===== src/rtl/tff_updown_counter.sv =====
// Parametrised up/down counter built as a toggle-flip-flop chain, with clamped parallel load,
// programmable terminal value and wrap/saturate handling at the range ends.
module tff_updown_counter #(
    parameter int unsigned WIDTH     = 4,
    parameter int unsigned MAX_COUNT = (1 << WIDTH) - 1
) (
    input  logic             clk,
    input  logic             reset,
    input  logic             enable,
    input  logic             up_dn,
    input  logic             load,
    input  logic [WIDTH-1:0] d,
    input  logic             sat_mode,
    output logic [WIDTH-1:0] q,
    output logic             tc,
    output logic             wrap
);

    localparam logic [WIDTH-1:0] MaxVal = WIDTH'(MAX_COUNT);

    logic [WIDTH-1:0] count_q, count_d;
    logic [WIDTH-1:0] toggle;
    logic             wrap_q, wrap_d;
    logic             at_top, at_bottom;
    logic             run;

    assign at_top    = (count_q == MaxVal);
    assign at_bottom = (count_q == '0);

    // Bit i toggles when every lower bit is 1 (up) or 0 (down).
    always_comb begin
        toggle = '0;
        run    = 1'b1;
        for (int i = 0; i < int'(WIDTH); i++) begin
            toggle[i] = run;
            run       = run & (up_dn ? count_q[i] : ~count_q[i]);
        end
    end

    always_comb begin
        count_d = count_q;
        wrap_d  = 1'b0;
        if (load) begin
            count_d = (d > MaxVal) ? MaxVal : d;
        end else if (enable) begin
            if (up_dn && at_top) begin
                if (!sat_mode) begin
                    count_d = '0;
                    wrap_d  = 1'b1;
                end
            end else if (!up_dn && at_bottom) begin
                if (!sat_mode) begin
                    count_d = MaxVal;
                    wrap_d  = 1'b1;
                end
            end else begin
                count_d = count_q ^ toggle;
            end
        end
    end

    always_ff @(posedge clk or posedge reset) begin
        if (reset) begin
            count_q <= '0;
            wrap_q  <= 1'b0;
        end else begin
            count_q <= count_d;
            wrap_q  <= wrap_d;
        end
    end

    assign q    = count_q;
    assign wrap = wrap_q;
    assign tc   = up_dn ? at_top : at_bottom;

endmodule


===== config.mk =====
export PLATFORM = sky130hd
export DESIGN_NAME = tff_updown_counter
export DESIGN_NICKNAME = d
export VERILOG_FILES = /design/src/rtl/tff_updown_counter.sv
export SDC_FILE = /design/constraint.sdc
export NUM_CORES = 1
export LEC_CHECK = 0
export CAP_MARGIN = 15
export CORE_AREA = 2 2 39 41
export CTS_CLUSTER_DIAMETER = 60
export CTS_CLUSTER_SIZE = 10
export DETAILED_ROUTE_END_ITERATION = 12
export DIE_AREA = 0 0 41 43
export GPL_TIMING_DRIVEN = 0
export SYNTH_ARGS = -nofsm -noshare
export SYNTH_HDL_FRONTEND = slang
export SYNTH_SLANG_ARGS = --single-unit

===== constraint.sdc =====
create_clock -name clk -period 4.4 [get_ports clk]
set_clock_uncertainty 0.15 [all_clocks]
set_input_delay 0.66 -clock clk [delete_from_list [all_inputs] [get_ports clk]]
set_output_delay 0.66 -clock clk [all_outputs]
set_load 0.005 [all_outputs]

==> flow_summary.yaml, run 1 <==
worst_setup_path:
  cpMostUsedCell: "clkdlybuf4s50_1"
  r2r_setup_slack_ns: 2.52
  worst-path-buf-inv: 2
  max_stage_delay_ns: 0.56
  r2r_start: "q[0]"
  critPathKind: "input port to primary output"
  cp_max_fo: 5
  worst_ep_required_time_ns: 3.59
  critPathTopFamily: "buffers and inverters"
  crit_chain: "clkdlybuf4s50_1 > or4_4 > mux2i_1 > clkdlybuf4s50_1"
  critPathLaunchType: "input port"
  crit_arrival_ns: 2.42
  setup.worst_path.end_class: "primary output"
  startpoint: "up_dn"
  critical-path-slowest-cell: "or4_4"
cells_and_area:
  stdcell_count: 72
  syn_to_final_growth_pct: 56.9
  n_antenna_cell: 0
  fin_util_pct: 39.2
  drive_above_1_share_pct: 10.7
  fin_nets: 67
global_routing:
  grt_start_max_net_pins: 9
  grt_usage_pct: 11.0
  grt_pass1_vias: 325
  gr-total-overflow: 0
  grt_antenna_before_repair: 0
  grt_pass1_wl_um: 1290
cts:
  clock-sinks: 5
  cts_made_buffers: 3
  postCtsSetupBuffers: 0
  cts_max_level: 1
  cts_root_buffer: "clkbuf_4"
  hold_buffers: 0
  clk_pin_slew_ns: 0.04
  clockBufferDepth: 2
  cts_tree: "yes"
  clkLatencyLatePin_ns: 0.24
  cts_resized: 0
die:
  placementRows: 14
  die_y_um: 43
  core_sq_um: 1380
  start_util_pct: 25.0
  die_w_um: 41
  ios: 16
  die-area_sq_um: 1760
placed_design:
  place_inst: 68
  gp_congestion: 0.605
  portBuffers: 15
timing:
  finalHoldViolCount: 0
  min_period_ns: 3.23
  tightest_slew_ns: 0.294
  fin_crit_sh_pct: 73.4
  slew_viol_final: 0
  rsz0062_at_grt: "no"
  setup_viol_count_final: 0
  max_freq_mhz: 310
  tns_ns: 0
  relSlewSlack_pct: 80.1
yosys:
  yosysWarnings: 0
  ys_types: 23
  syn_nets: 47
  synth_seq_area_share_pct: 36.2
  synth.largest_area_cell: "dfrtp_1"
  synthCells: 37
  synthTopCellsByArea: "dfrtp_1 36%, o221ai_4 7.6%, o21ai_0 5.8%"
  synth_area_per_cell_sq_um: 9.33
  synth_area_sq_um: 345
  ys_seq_elements: 5
  synth_top_area_share_pct: 36.2
routing:
  drc: 0
  wl_per_cell_um: 10.3
  avgViaCountPerCell: 4.74
  drtAntennaViolNets: 0
  wl_um: 742
  detail_route.iter0.violations: 3
  first_pass_iters: 4
  vias: 341
power_and_ir_drop:
  power_density_nw_per_um2: 280
  ir_drop_mv: 0.118
  power.leakage_nw: 0.213
run:
  drv_cap: 0
min_path:
  hold_class: "input port to asynchronous set/reset pin"
run_status:
  status: "finished, final reports clean"
==> per-layer routing <==
metal	share of wire, %	vias to the layer above	GRT usage, %
met4	0	0	6.00
met3	6.3	0	3.14
li1	-	177	-
met5	0	-	0
met2	52	9	17.5
met1	42	155	12.5
==> cells by family (layout without fill, tap and decap cells) <==
group / count (synthesis) / after routing / share of synthesized area [%]
mux: 1 / 1 / 2.90
flops: 5 / 5 / 36.2
simple gates: 13 / 13 / 23.6
compound gates: 12 / 12 / 27.9
buf+inv: 4 / 23 / 4.35
xor+xnor: 2 / 2 / 5.07
==> final timing paths <==
| kind | depth (start not counted) | endpoint |
|---|---|---|
| worst max-delay path | 4 | tc |
| worst min-delay path | 2 | q[0] |
| worst max register to register | 4 | q[1] |
| worst min register to register | 2 | q[2] |
| max in group asynchronous | 2 | q[3] |
| min in group clk | 2 | q[2] |
==> final cells by class <==
cell class,instances,area (sq um)
sequential,5,125
fill,156,842
tap,16,20.0
timing repair buffer,15,150
inverter,4,15.0
multi-input combinational,28,205
clock buffer,4,26.3
==> where the power goes <==
group	switching [W]	leakage [nW]	internal (W)
Sequential	0.00000705	0.0594	0.0000508
Combinational	0.0000167	0.138	0.0000264
Clock	0.0000168	0.0150	0.0000342
==> worst register-to-register path, stage by stage (launching register included) <==
cell      delay (ns)
dfrtp_1         0.44
or4_4           0.61
o221ai_4        0.24
nor3_1          0.08
o31a_1          0.24
==> sequential cells by signal, summed over array words and instances, names as in the netlist <==
signal and flops:
wrap 1, q 4
==> cells in the final DEF, fill, tap and decap left out, drive strengths merged <==
cell type / count
a21oi: 1
a31oi: 1
a32oi: 1
and3: 1
clkbuf: 4
clkdlybuf4s50: 15
dfrtp: 5
inv: 4
mux2i: 1
nand2: 2
nand2b: 2
nand3b: 1
nand4: 1
nor2: 1
nor3: 2
nor4b: 1
o211ai: 1
o21a: 1
o21ai: 4
o221ai: 1
o22ai: 1
o31a: 1
or3: 1
or4: 1
xor2: 2
==> cells in the mapped netlist <==
| library cell | number |
|---|---|
| nand2b_1 | 2 |
| o31a_1 | 1 |
| o21ai_0 | 4 |
| a31oi_1 | 1 |
| nand2_1 | 2 |
| dfrtp_1 | 5 |
| or4_4 | 1 |
| mux2i_1 | 1 |
| o21a_1 | 1 |
| inv_1 | 4 |
| nor4b_1 | 1 |
| nand4_1 | 1 |
| xor2_1 | 2 |
| nor3_1 | 2 |
| nor2_1 | 1 |
| o22ai_1 | 1 |
| o221ai_4 | 1 |
| a32oi_1 | 1 |
| o211ai_1 | 1 |
| a21oi_1 | 1 |
| nand3b_1 | 1 |
| or3_1 | 1 |
| and3_2 | 1 |
==> metrics by stage <==
stage	total power (W)	setup WS, ns	hold WS [ns]	area, sq um
after floorplan	0.0000778	2.23	0.289	345
after global placement	0.000102	1.18	0.468	515
after detailed placement	0.000102	1.17	0.486	515
after CTS	0.000155	1.17	0.466	542
after global routing	0.000167	1.10	0.461	542
final	0.000152	1.17	0.462	542
Power figures use the tool's default switching activity.
==> run 2: changes to the inputs <==
- clock period: 4.4 -> 3 ns (I/O delays scaled with it)
==> results of run 2 <==
Same layout as run 1 (identical final DEF). Status: finished, final reports clean.
Among the figures that moved: setup slack after placement 1.17 ns -> 0.192 ns; setup slack after layout 1.17 ns -> 0.192 ns; hold slack 0.462 ns -> 0.252 ns; register-to-register setup slack 2.52 ns -> 1.12 ns; total power 0.000152 W -> 0.000223 W; worst IR drop on VDD 0.118 mV -> 0.173 mV
